[src/rtl/cas_key_loader.sv]
// Byte-stream key loader with a write-once commit register feeding the CAS-Lock c499 netlist.
// Build option KEY_CRC_EN: the stream carries a trailing CRC-8 byte (poly 0x07), with a bounded retry budget.
module cas_key_loader #(
  parameter int               KEY_W     = 64,
  parameter logic [KEY_W-1:0] DECOY_KEY = '0,
  parameter int               MAX_TRIES = 3
) (
  input  logic             clk,
  input  logic             rst_n,
  input  logic             start,
  input  logic             in_valid,
  output logic             in_ready,
  input  logic [7:0]       in_data,
  output logic [KEY_W-1:0] key_out,
  output logic             key_valid,
  output logic             busy,
  output logic             err,
  output logic             lockout
);

  localparam int NBYTES = KEY_W / 8;
  localparam int CNT_W  = $clog2(NBYTES + 1);

  if ((KEY_W % 8) != 0 || KEY_W < 8) begin : g_bad_key_w
    $error("cas_key_loader: KEY_W must be a positive multiple of 8");
  end
  if (MAX_TRIES < 1 || MAX_TRIES > 15) begin : g_bad_max_tries
    $error("cas_key_loader: MAX_TRIES must lie in 1..15");
  end

  typedef enum logic [2:0] {
    S_IDLE, S_LOAD, S_CRC, S_CHECK, S_DONE, S_FAIL, S_LOCK
  } state_t;

  state_t             state, next_state;
  logic [CNT_W-1:0]   cnt;
  logic [KEY_W-1:0]   shadow;
  logic               accept, last_byte, enter_load;
  logic               in_ready_d, busy_d, key_valid_d;
  logic [KEY_W-1:0]   key_out_d;

  assign accept     = in_valid & in_ready;
  assign last_byte  = (cnt == CNT_W'(NBYTES - 1));
  assign enter_load = (next_state == S_LOAD) && (state != S_LOAD);

`ifdef KEY_CRC_EN
  logic [7:0] crc, crc_rx;
  logic [3:0] tries;
  logic       pass, tries_exhausted;

  function automatic logic [7:0] crc8_byte(input logic [7:0] c, input logic [7:0] d);
    logic [7:0] r;
    r = c ^ d;
    for (int i = 0; i < 8; i++) r = r[7] ? ((r << 1) ^ 8'h07) : (r << 1);
    return r;
  endfunction

  assign pass            = (crc == crc_rx);
  assign tries_exhausted = (({1'b0, tries} + 5'd1) >= 5'(MAX_TRIES));
`endif

  always_ff @(posedge clk or negedge rst_n) begin
    if (!rst_n) state <= S_IDLE;
    else        state <= next_state;
  end

  always_comb begin
    next_state = state;
    case (state)
      S_IDLE:  if (start) next_state = S_LOAD;
      S_LOAD:  if (accept && last_byte) begin
`ifdef KEY_CRC_EN
                 next_state = S_CRC;
`else
                 next_state = S_CHECK;
`endif
               end
      S_CRC:   if (accept) next_state = S_CHECK;
      S_CHECK: begin
`ifdef KEY_CRC_EN
                 if (pass)                 next_state = S_DONE;
                 else if (tries_exhausted) next_state = S_LOCK;
                 else                      next_state = S_FAIL;
`else
                 next_state = S_DONE;
`endif
               end
      S_FAIL:  if (start) next_state = S_LOAD;
      default: next_state = state;
    endcase
  end

  // The commit happens once, on the first edge spent in DONE, so key_out never shows a partial shadow.
  always_comb begin
    in_ready_d  = (next_state == S_LOAD) || (next_state == S_CRC);
    busy_d      = in_ready_d || (next_state == S_CHECK);
    key_valid_d = key_valid;
    key_out_d   = key_out;
    if (state == S_DONE && !key_valid) begin
      key_valid_d = 1'b1;
      key_out_d   = shadow;
    end
  end

  always_ff @(posedge clk or negedge rst_n) begin
    if (!rst_n) begin
      cnt       <= '0;
      in_ready  <= 1'b0;
      busy      <= 1'b0;
      key_valid <= 1'b0;
      key_out   <= DECOY_KEY;
    end else begin
      in_ready  <= in_ready_d;
      busy      <= busy_d;
      key_valid <= key_valid_d;
      key_out   <= key_out_d;
      if (enter_load)                  cnt <= '0;
      else if (state == S_LOAD && accept) cnt <= cnt + CNT_W'(1);
    end
  end

  always_ff @(posedge clk) begin
    if (enter_load) begin
      shadow <= '0;
    end else if (state == S_LOAD && accept) begin
      for (int k = 0; k < NBYTES; k++)
        if (cnt == CNT_W'(k)) shadow[8*k +: 8] <= in_data;
    end
  end

`ifdef KEY_CRC_EN
  always_ff @(posedge clk or negedge rst_n) begin
    if (!rst_n) begin
      crc     <= 8'h00;
      crc_rx  <= 8'h00;
      tries   <= 4'd0;
      err     <= 1'b0;
      lockout <= 1'b0;
    end else begin
      if (enter_load)                     crc <= 8'h00;
      else if (state == S_LOAD && accept) crc <= crc8_byte(crc, in_data);
      if (state == S_CRC && accept) crc_rx <= in_data;
      if (state == S_CHECK && !pass && tries < 4'(MAX_TRIES)) tries <= tries + 4'd1;
      if (enter_load)                     err <= 1'b0;
      else if (state == S_CHECK && !pass) err <= 1'b1;
      lockout <= (next_state == S_LOCK);
    end
  end
`else
  assign err     = 1'b0;
  assign lockout = 1'b0;
`endif

endmodule

[config.mk]
export PLATFORM = sky130hd
export DESIGN_NAME = cas_key_loader
export DESIGN_NICKNAME = d
export VERILOG_FILES = /design/src/rtl/cas_key_loader.sv
export SDC_FILE = /design/constraint.sdc
export NUM_CORES = 1
export LEC_CHECK = 0
export ABC_AREA = 1
export CAP_MARGIN = 20
export CORE_ASPECT_RATIO = 0.6
export CORE_UTILIZATION = 50
export DETAILED_ROUTE_END_ITERATION = 6
export PLACE_DENSITY = 0.74
export SLEW_MARGIN = 20
export SYNTH_ARGS = -nofsm -noshare
export SYNTH_HDL_FRONTEND = slang
export SYNTH_SLANG_ARGS = --single-unit
[constraint.sdc]
create_clock -name clk -period 2.65 [get_ports clk]
set_clock_uncertainty 0.2 [all_clocks]
set_input_delay 0.265 -clock clk [delete_from_list [all_inputs] [get_ports clk]]
set_output_delay 0.265 -clock clk [all_outputs]
set_load 0.05 [all_outputs]
Word-level counts from Yosys, hierarchy flattened:

Index checks and enable logic that the tools add are counted.
Widths: inputs -> output; s select.

* eq/ne operators: 16
* bitwise logic cells: 1
* muxes and demuxes: 6
* reduce and logical (&&, ||, !) cells: 19
* $add $sub $neg: 1

Operators by type and width (number)
* $eq 4x3->1 const B: 4
* $reduce_and 2->1: 8
* $eq 3x2->1 const B: 4
* $pmux 3 s4: 1
* $mux 3: 3
* $eq 4x2->1 const B: 2
* $mux 4: 2
* $eq 3x1->1 const B: 2
* $eq 3x3->1 const B: 2
* $add 4x1->4 const B: 1
* $eq 4x1->1 const B: 1
* $logic_and 1x1->1: 4
* $logic_not 4->1: 1
* $logic_not 3->1: 1
* $ne 3x1->1 const B: 1
* $logic_or 1x1->1: 2
* $reduce_bool 2->1: 1
* $reduce_or 2->1: 1
* $and 1x1->1: 1
* $logic_not 1->1: 1

* word-level logic and storage cells: 57
* flip-flop bits (word level): 138

Depth between registers and ports, before layout:

* depth in word-level cells: 7
* depth in mapped cells: 10
* gate-level depth less buffers: 9

Worst setup path before layout:

No wires, ideal clock.

* path type: reg-to-reg
* start: register in_ready
* end: register shadow[0]
* stages on the path, launching flop included: 10
* setup slack: 799 ps
* period minus slack after synthesis: 1851 ps
* path buffers: 2
* arrival: 1540 ps
* data required time: 2339 ps
* path through: dfrtp_1 -> nand2_1 -> inv_1 -> nand2_1 -> nand3_1 -> nand3_1 -> nor2_2 -> buf_6 -> buf_6 -> nor2_1

* longest elaborated chain between the ends: 6
* elaborated cells on any way between the ends: 9
* classes of those cells: eq/ne: 1; mux: 3; bitwise: 1; reduce/logical: 4

RTL lines
* start: declaration: line 12 `output logic in_ready,`
* start signal: assignment: line 113 `in_ready <= in_ready_d;`
* $and 1x1->1 (*): line 42 `assign accept = in_valid & in_ready;`
* $logic_and 1x1->1: line 71 `S_LOAD: if (accept && last_byte) begin`
* $mux 3: line 71
* $pmux 3 s4: line 69 `case (state)`
* $eq 3x1->1: line 44 `assign enter_load = (next_state == S_LOAD) && (state != S_LOAD);`
* $logic_and 1x1->1: line 44
* end signal: indexed assignment: line 127 `if (cnt == CNT_W'(k)) shadow[8*k +: 8] <= in_data;`
* end: declaration: line 37 `logic [KEY_W-1:0] shadow;`

Mark *: on every way between the ends. The rest lies on a longest branch, timed or not.
A chain may end at the register's enable or synchronous reset.

Worst setup path after layout:

* start: register cnt[0]
* end: register shadow[6]

* longest elaborated chain between the ends: 6
* elaborated cells on any way between the ends: 8
* classes of those cells: eq/ne: 2; mux: 2; reduce/logical: 4

RTL lines
* start: declaration: line 36 `logic [CNT_W-1:0] cnt;`
* start signal: assignment: line 118 `else if (state == S_LOAD && accept) cnt <= cnt + CNT_W'(1);`
* $eq 4x3->1: line 43 `assign last_byte = (cnt == CNT_W'(NBYTES - 1));`
* $logic_and 1x1->1: line 71
* $mux 3: line 71
* $pmux 3 s4: line 69
* $eq 3x1->1: line 44
* $logic_and 1x1->1: line 44

Parallel ways exist; a longest one is shown, timed or not.

==> flow_metrics.env <==
export IMPL_finalCritPeriodShare_pct=83.83
export IMPL_cp_end_kind="flip-flop"
export IMPL_place_gp_congestion=0.7935
export IMPL_first_pass_iters=7
export IMPL_hold_class="in -> async"
export IMPL_ys_seq_elements=138
export IMPL_p_leak_nw=3.282
export IMPL_reg2reg_depth=9
export IMPL_design_portCount=81
export IMPL_seq_area_frac_synth_pct=53.79
export IMPL_vdd_drop_max_uv=490.1
export IMPL_netlist_top_cell_by_area="dfrtp_1"
export IMPL_wl_per_cell_um=12.82
export IMPL_seqPwrFrac_pct=43.9
export IMPL_die_area_um2=12100
export IMPL_grt_max_degree=57
export IMPL_syn_instance_count=775
export IMPL_startpoint_type="flip-flop"
export IMPL_postRouteAntennaNets=0
export IMPL_hold_ws_ns=0.1734
export IMPL_drv_slew=0
export IMPL_drive_above_1_share_pct=5.711
export IMPL_syn_mean_instance_area_um2=7.515
export IMPL_cts_tree="yes"
export IMPL_cp_max_fo=9
export IMPL_avgViaCountPerCell=4.744
export IMPL_combPwrFrac_pct=1.5
export IMPL_status="completed"
export IMPL_dp_hpwl_um=8886
export IMPL_clockBufferDepth=2
export IMPL_drc=0
export IMPL_io_buffers=78
export IMPL_rrSetupSlack_ns=0.43
export IMPL_die_y_um=85.60
export IMPL_clock_latency_ns=0.41
export IMPL_path_clk_slew_ns=0.06
export IMPL_switching_power_uw=931.1
export IMPL_diodes=0
export IMPL_finalWirelength_um=13050
export IMPL_r2r_start="cnt[0]"
export IMPL_ys_top_cells_by_area="dfrtp_1 (32%), dfxtp_1 (22%), nand2_1 (14%)"
export IMPL_fmax_ghz=0.4502
export IMPL_rsz0062_at_grt="no"
export IMPL_post_cts_buffers=0
export IMPL_rows=30
export IMPL_r2r_end="shadow[6]"
export IMPL_clock_sinks=138
export IMPL_grt_first_pass_wirelength_um=22090
export IMPL_h_tree_depth=4
export IMPL_grt_pass1_vias=4581
export IMPL_cellPowerDensity_nw_per_um2=647.9
export IMPL_vias=4829
export IMPL_nets=861
export IMPL_p_int_mw=3.831
export IMPL_tns_ns=0
export IMPL_cp_required_ns=2.74
export IMPL_worst_slew_pin_slew_ns=0.6146
export IMPL_grt_overflow=0
export IMPL_ys_types=23
export IMPL_track_usage_pct=23.63
export IMPL_crit_type="reg -> reg"
export IMPL_cts_buffers_inserted=17
export IMPL_root_buffer="clkbuf_16"
export IMPL_clockPowerShare_pct=54.6
export IMPL_setup_violations_final=0
export IMPL_yosys_warnings=0
export IMPL_drv_cap=0
export IMPL_relSlewSlack_pct=58.88
export IMPL_netSwitchingFraction_pct=19.55
export IMPL_initial_core_util_pct=51.38
export IMPL_fp_dieW_um=141.3
export IMPL_hold_viol=0
export IMPL_netlist_area_leader_share_pct=31.79
export IMPL_antenna_found_initial=0
export IMPL_drt_iter0_drc=344
export IMPL_syn_to_final_growth_pct=26.19
export IMPL_fin_crit_ns=2.221
export IMPL_core_region_area_um2=11340
export IMPL_arrival_ns=2.31
export IMPL_syn_cell_area_um2=5824
[layout make-up]
type / instances / area [um2]
flip-flops and latches: 138 / 3133
well taps: 160 / 200.2
clock buffers: 21 / 460.4
inverters: 146 / 548.0
fillers: 952 / 3986
repair buffers: 90 / 868.3
clock inverters: 11 / 191.4
multi-input cells: 452 / 1948
[power groups by stage]
stage,Combinational (mW),Sequential (mW),Clock (mW)
4_1_cts,0.0714,2.09,2.64
3_5_place_dp,0.0698,2.13,0
2_1_floorplan,0.0212,2.13,0
5_1_grt,0.0773,2.09,2.73
6_report,0.0713,2.09,2.60
3_3_place_gp,0.0688,2.13,0
[registers in the layout, indices dropped and copies added (netlist names)]
signal / flops
busy: 1
in_ready: 1
key_valid: 1
cnt: 4
state: 3
key_out: 64
shadow: 64
[synth_stat cells (all sizes together)]
cell and instances:
conb 1, o21ai 67, nor3 1, xor2 1, ha 4, a21oi 1, nand3 70, nor2 81
nand4 2, dfrtp 74, inv 146, buf 21, nand2 223, dfxtp 64, clkbuf 19
[metal layers]
metal | GRT usage [%] | wire length, um | up-vias | part of all wire, %
met5 | 0 | 0 | - | 0
met2 | 36.14 | 5672 | 139 | 43
met1 | 32.80 | 6406 | 2222 | 49
met4 | 8.893 | 164 | 0 | 1.3
li1 | - | - | 2451 | -
met3 | 5.583 | 803 | 17 | 6.2
[layout by cell type (no fill, tap or decap)]
cell             synthesis  final
clkbuf_16                0     17
nor2_4                   2      3
clkinv_4                 0      2
nand2_4                  1      1
clkdlybuf4s50_1          0     77
inv_1                  144    144
inv_6                    0      1
dfrtp_1                 74     74
a21oi_1                  1      1
buf_4                    4     11
dlygate4sd3_1            0      1
nor2_1                  78     78
nor3_1                   1      1
nand4_1                  2      2
clkinv_2                 0      3
inv_2                    2      2
xor2_1                   1      1
nand3_1                 70     70
bufinv_16                0      5
clkbuf_8                 0      2
nand2_1                221    221
clkbuf_1                19      2
nand2_2                  1      1
conb_1                   1      2
buf_2                   13      1
ha_1                     4      4
dfxtp_1                 64     64
o21ai_0                 67     67
[how the worst max path moves through the flow]
stage	startpoint	endpoint	slack (ns)	depth (start not counted)
after floorplan	in_ready	shadow[0]	0.80	9
after global placement	in_valid	shadow[25]	0.54	9
after detailed placement	in_valid	shadow[21]	0.48	9
after CTS	cnt[0]	shadow[6]	0.45	9
after global routing	cnt[0]	shadow[6]	0.20	9
final	cnt[0]	shadow[6]	0.43	9
[repair_timing]
item | CTS | global route
hold buffers | 1 | 0
endpoints found under the hold margin | 23 | 0
resized for setup | 0 | 0
[per-stage QoR]
stage	power, mW	util [%]	worst slack (ns)	std cells	instance area (um2)
2_1_floorplan	2.155	-	0.7991	776	5828
3_3_place_gp	2.203	59.00	0.5434	985	6688
3_5_place_dp	2.204	59.00	0.4750	985	6688
4_1_cts	4.801	64.83	0.4524	1018	7350
5_1_grt	4.903	64.83	0.1979	1018	7350
6_report	4.762	64.83	0.4286	1018	7350
[critical path, cell delays in order (launching register included)]
cell     delay (ns)
dfrtp_1        0.42
inv_1          0.13
ha_1           0.16
inv_1          0.05
nor2_1         0.49
nand2_1        0.33
nand2_1        0.15
nand2_1        0.07
inv_1          0.06
nor2_1         0.04
[cell families (layout without fill, tap and decap cells)]
kind of cell	after synthesis	after routing	synth area share, %
adders and majority gates	4	4	0.8593
other	1	2	0.06439
AOI/OAI and AO/OA	68	68	5.843
DFF	138	138	53.79
and+or+nand+nor	377	377	26.38
buffers and inverters	186	268	12.91
xor gates and xnor gates	1	1	0.1504
(Power assumes the default switching activity.)
==> RTL edit: new RTL, same settings <==
Encoding of `state_t`: now Gray code (3 bits for 7 states).
--- a/src/rtl/cas_key_loader.sv
+++ b/src/rtl/cas_key_loader.sv
@@ -31,3 +31,3 @@
   typedef enum logic [2:0] {
-    S_IDLE, S_LOAD, S_CRC, S_CHECK, S_DONE, S_FAIL, S_LOCK
+    S_IDLE = 3'b000, S_LOAD = 3'b001, S_CRC = 3'b011, S_CHECK = 3'b010, S_DONE = 3'b110, S_FAIL = 3'b111, S_LOCK = 3'b101
   } state_t;
Check against the original RTL: no difference found for any inputs over 10 cycles, from zero or initial values and one cycle with rst_n low; not proved beyond that.
==> RTL edit against the unedited design <==
Setup slack improved by 0.081 ns; wire length down 5.6%; sequential power about the same; global-route usage is 0.22 points lower; sequential cell count did not move; design area decreased by 6.1%; total power decreased by 3.9%; critical path type is now reg2out; count of clock-buffer cells in the layout increased by 4; die area decreased by 5.6%; sequential share of layout area grew 2.8 points; clock power shrank 7%; area after synthesis shrank 5.8%.
==> RTL edit: results (changes against the unedited design) <==
metric	value	unit	change
status	finished, final reports clean		
Metal-1 WL	5.82	mm	-9.1%
grt met1 use	32.8	%	about the same
GP Congestion	0.804		+1.3%
unique cell type count in the Yosys netlist	25		+8.7%
Placed Instances	830		-16%
H-tree level count	4		unchanged
Synth Flop Type	dfrtp_1		
GRT met2 Usage	34.8	%	-1.3 points
PortBufs	78		unchanged
Async SR Flop Fraction	53.6	%	unchanged
top layer in use	met4		
Synth top cells by count	123 x nor2_1, 95 x inv_1, 92 x nand2_1		
final-layout fill cell count	853		-10%
largest net degree at the start of global routing	75		+32%
yosys warns	0		unchanged
Synth Instances	646		-17%
share of cells above drive strength 1	7.73	%	+2.0 points
global-route wire length before repair	20.0	mm	-9.4%
final worst-path cycle share	80.8	%	-3.0 points
Top delay family on crit path	buffers and inverters		
Num CTS Buffers	17		unchanged
TritonRoute pass-1 iters	7		unchanged
synth top area cells	dfrtp_1 34%, dfxtp_1 23%, nor2_1 8.4%, o21ai_0 6.7%, inv_1 6.5%		
final net count	727		-16%
DPL Wire Length	7.81	mm	-12%
vias in the first global route	4074		-11%
global-route usage over all layers	23.4	%	-0.22 points
Top Registers	key_out: 64 flops, shadow: 64 flops, cnt: 4 flops		
ant diodes	0		unchanged
Setup WS pre-CTS	0.463	ns	-0.0122 ns
initial antenna violation count	0		unchanged
First DRT Iteration DRCs	303		-12%
final wirelength	12.3	mm	-5.6%
Leak Pwr	3.58	nW	+9.0%
Worst-path clk slew	0.05	ns	
met3 WL	672	um	-16%
crit path max-delay cell type	clkdlybuf4s50_1		
worst path arrival time	1.68	ns	-0.63 ns
type of the worst min-delay path	reg2reg		
switching share of power	19.4	%	-0.13 points
vias per cell	4.96		+4.6%
slew margin rel.	36.5	%	-22 points
routed len/inst	14.3	um	+11%
postcts setup bufs	0		unchanged
critical path's largest stage delay	0.85	ns	+0.36 ns
maximum root-to-sink buffer count	2		unchanged
metal2 WL	5.59	mm	-1.5%
post-synthesis sequential area ratio	57.1	%	+3.3 points
Clock power frac	52.6	%	-2.0 points
Peak VDD IR	0.000512	V	+4.5%
Crit Path Max Fanout	3		-6
met3 usage	5.31	%	-0.27 points
worst skew pair latency	0.41	ns	about the same
Synth top area share	33.7	%	+1.9 points
## RTL edit: cell count changes after synthesis, sizes merged, moves of 4 or more
| cell | before | now |
|---|---|---|
| nand2 | 223 | 92 |
| nand3 | 70 | 6 |
| nor2 | 81 | 133 |
| inv | 146 | 96 |
| a21oi | 1 | 49 |
| mux2 | 0 | 8 |
| clkbuf | 19 | 13 |
| o21ai | 67 | 73 |
| buf | 21 | 25 |
## RTL edit: final timing paths
check | from | cells past startpoint | slack, ns | endpoint
worst max register to register | cnt[0] | 10 | 0.61 | shadow[31]
worst max-delay path | in_ready | 1 | 0.51 | in_ready
min in group asynchronous | rst_n | 2 | 0.35 | key_out[25]
max in group asynchronous | rst_n | 2 | 1.29 | key_out[63]
worst min-delay path | shadow[28] | 2 | 0.26 | key_out[28]
worst min register to register | shadow[28] | 2 | 0.26 | key_out[28]
## RTL edit: area by class of cell
| cell class | count | area [um2] | share of cell area, % |
|---|---|---|---|
| Clock buffer | 25 | 495 | 7.18 |
| Clock inverter | 7 | 113 | 1.63 |
| Inverter | 96 | 360 | 5.22 |
| Multi-Input combinational cell | 375 | 1800 | 26.0 |
| Sequential cell | 138 | 3130 | 45.4 |
| Tap cell | 139 | 174 | 2.52 |
| Timing Repair Buffer | 83 | 831 | 12.0 |
## RTL edit: timing repair
action                                  in CTS  in global routing
hold endpoints to repair                    74                  0
endpoints found under the setup margin       0                  0
hold buffers                                 1                  0
## RTL edit: worst min-delay path, delay by kind of cell (launching register included)
family	cells	cell delay [ns]
buffers and inverters	1	0.05
DFF	1	0.29
AOI/OAI and AO/OA	1	0.07
## RTL edit: per-stage QoR
| step | area (um2) | power (mW) |
|---|---|---|
| 2_1_floorplan | 5490 | 2.16 |
| 3_3_place_gp | 6280 | 2.21 |
| 3_5_place_dp | 6280 | 2.21 |
| 4_1_cts | 6900 | 4.61 |
| 5_1_grt | 6900 | 4.72 |
| 6_report | 6900 | 4.57 |
## RTL edit: cell families (layout without fill, tap and decap cells)
group                    after synthesis  count (layout)  synth area share (%)
AO/OA/AOI/OAI                        124             124                  11.4
XOR/XNOR                               2               2                 0.319
adder cells (fa/ha/maj)                4               4                 0.912
buffers and inverters                134             211                  10.5
flip-flops                           138             138                  57.1
multiplexers                           8               8                  1.64
other                                  1               2                0.0683
AND/OR/NAND/NOR                      235             235                  18.1
## RTL edit: power by group through the flow
| stage | Sequential, mW | Combinational, mW | Clock [mW] |
|---|---|---|---|
| after floorplan | 2.13 | 0.0261 | 0 |
| after global placement | 2.13 | 0.0715 | 0 |
| after detailed placement | 2.13 | 0.0732 | 0 |
| after CTS | 2.09 | 0.0749 | 2.44 |
| after global routing | 2.09 | 0.0804 | 2.54 |
| final | 2.09 | 0.0736 | 2.41 |
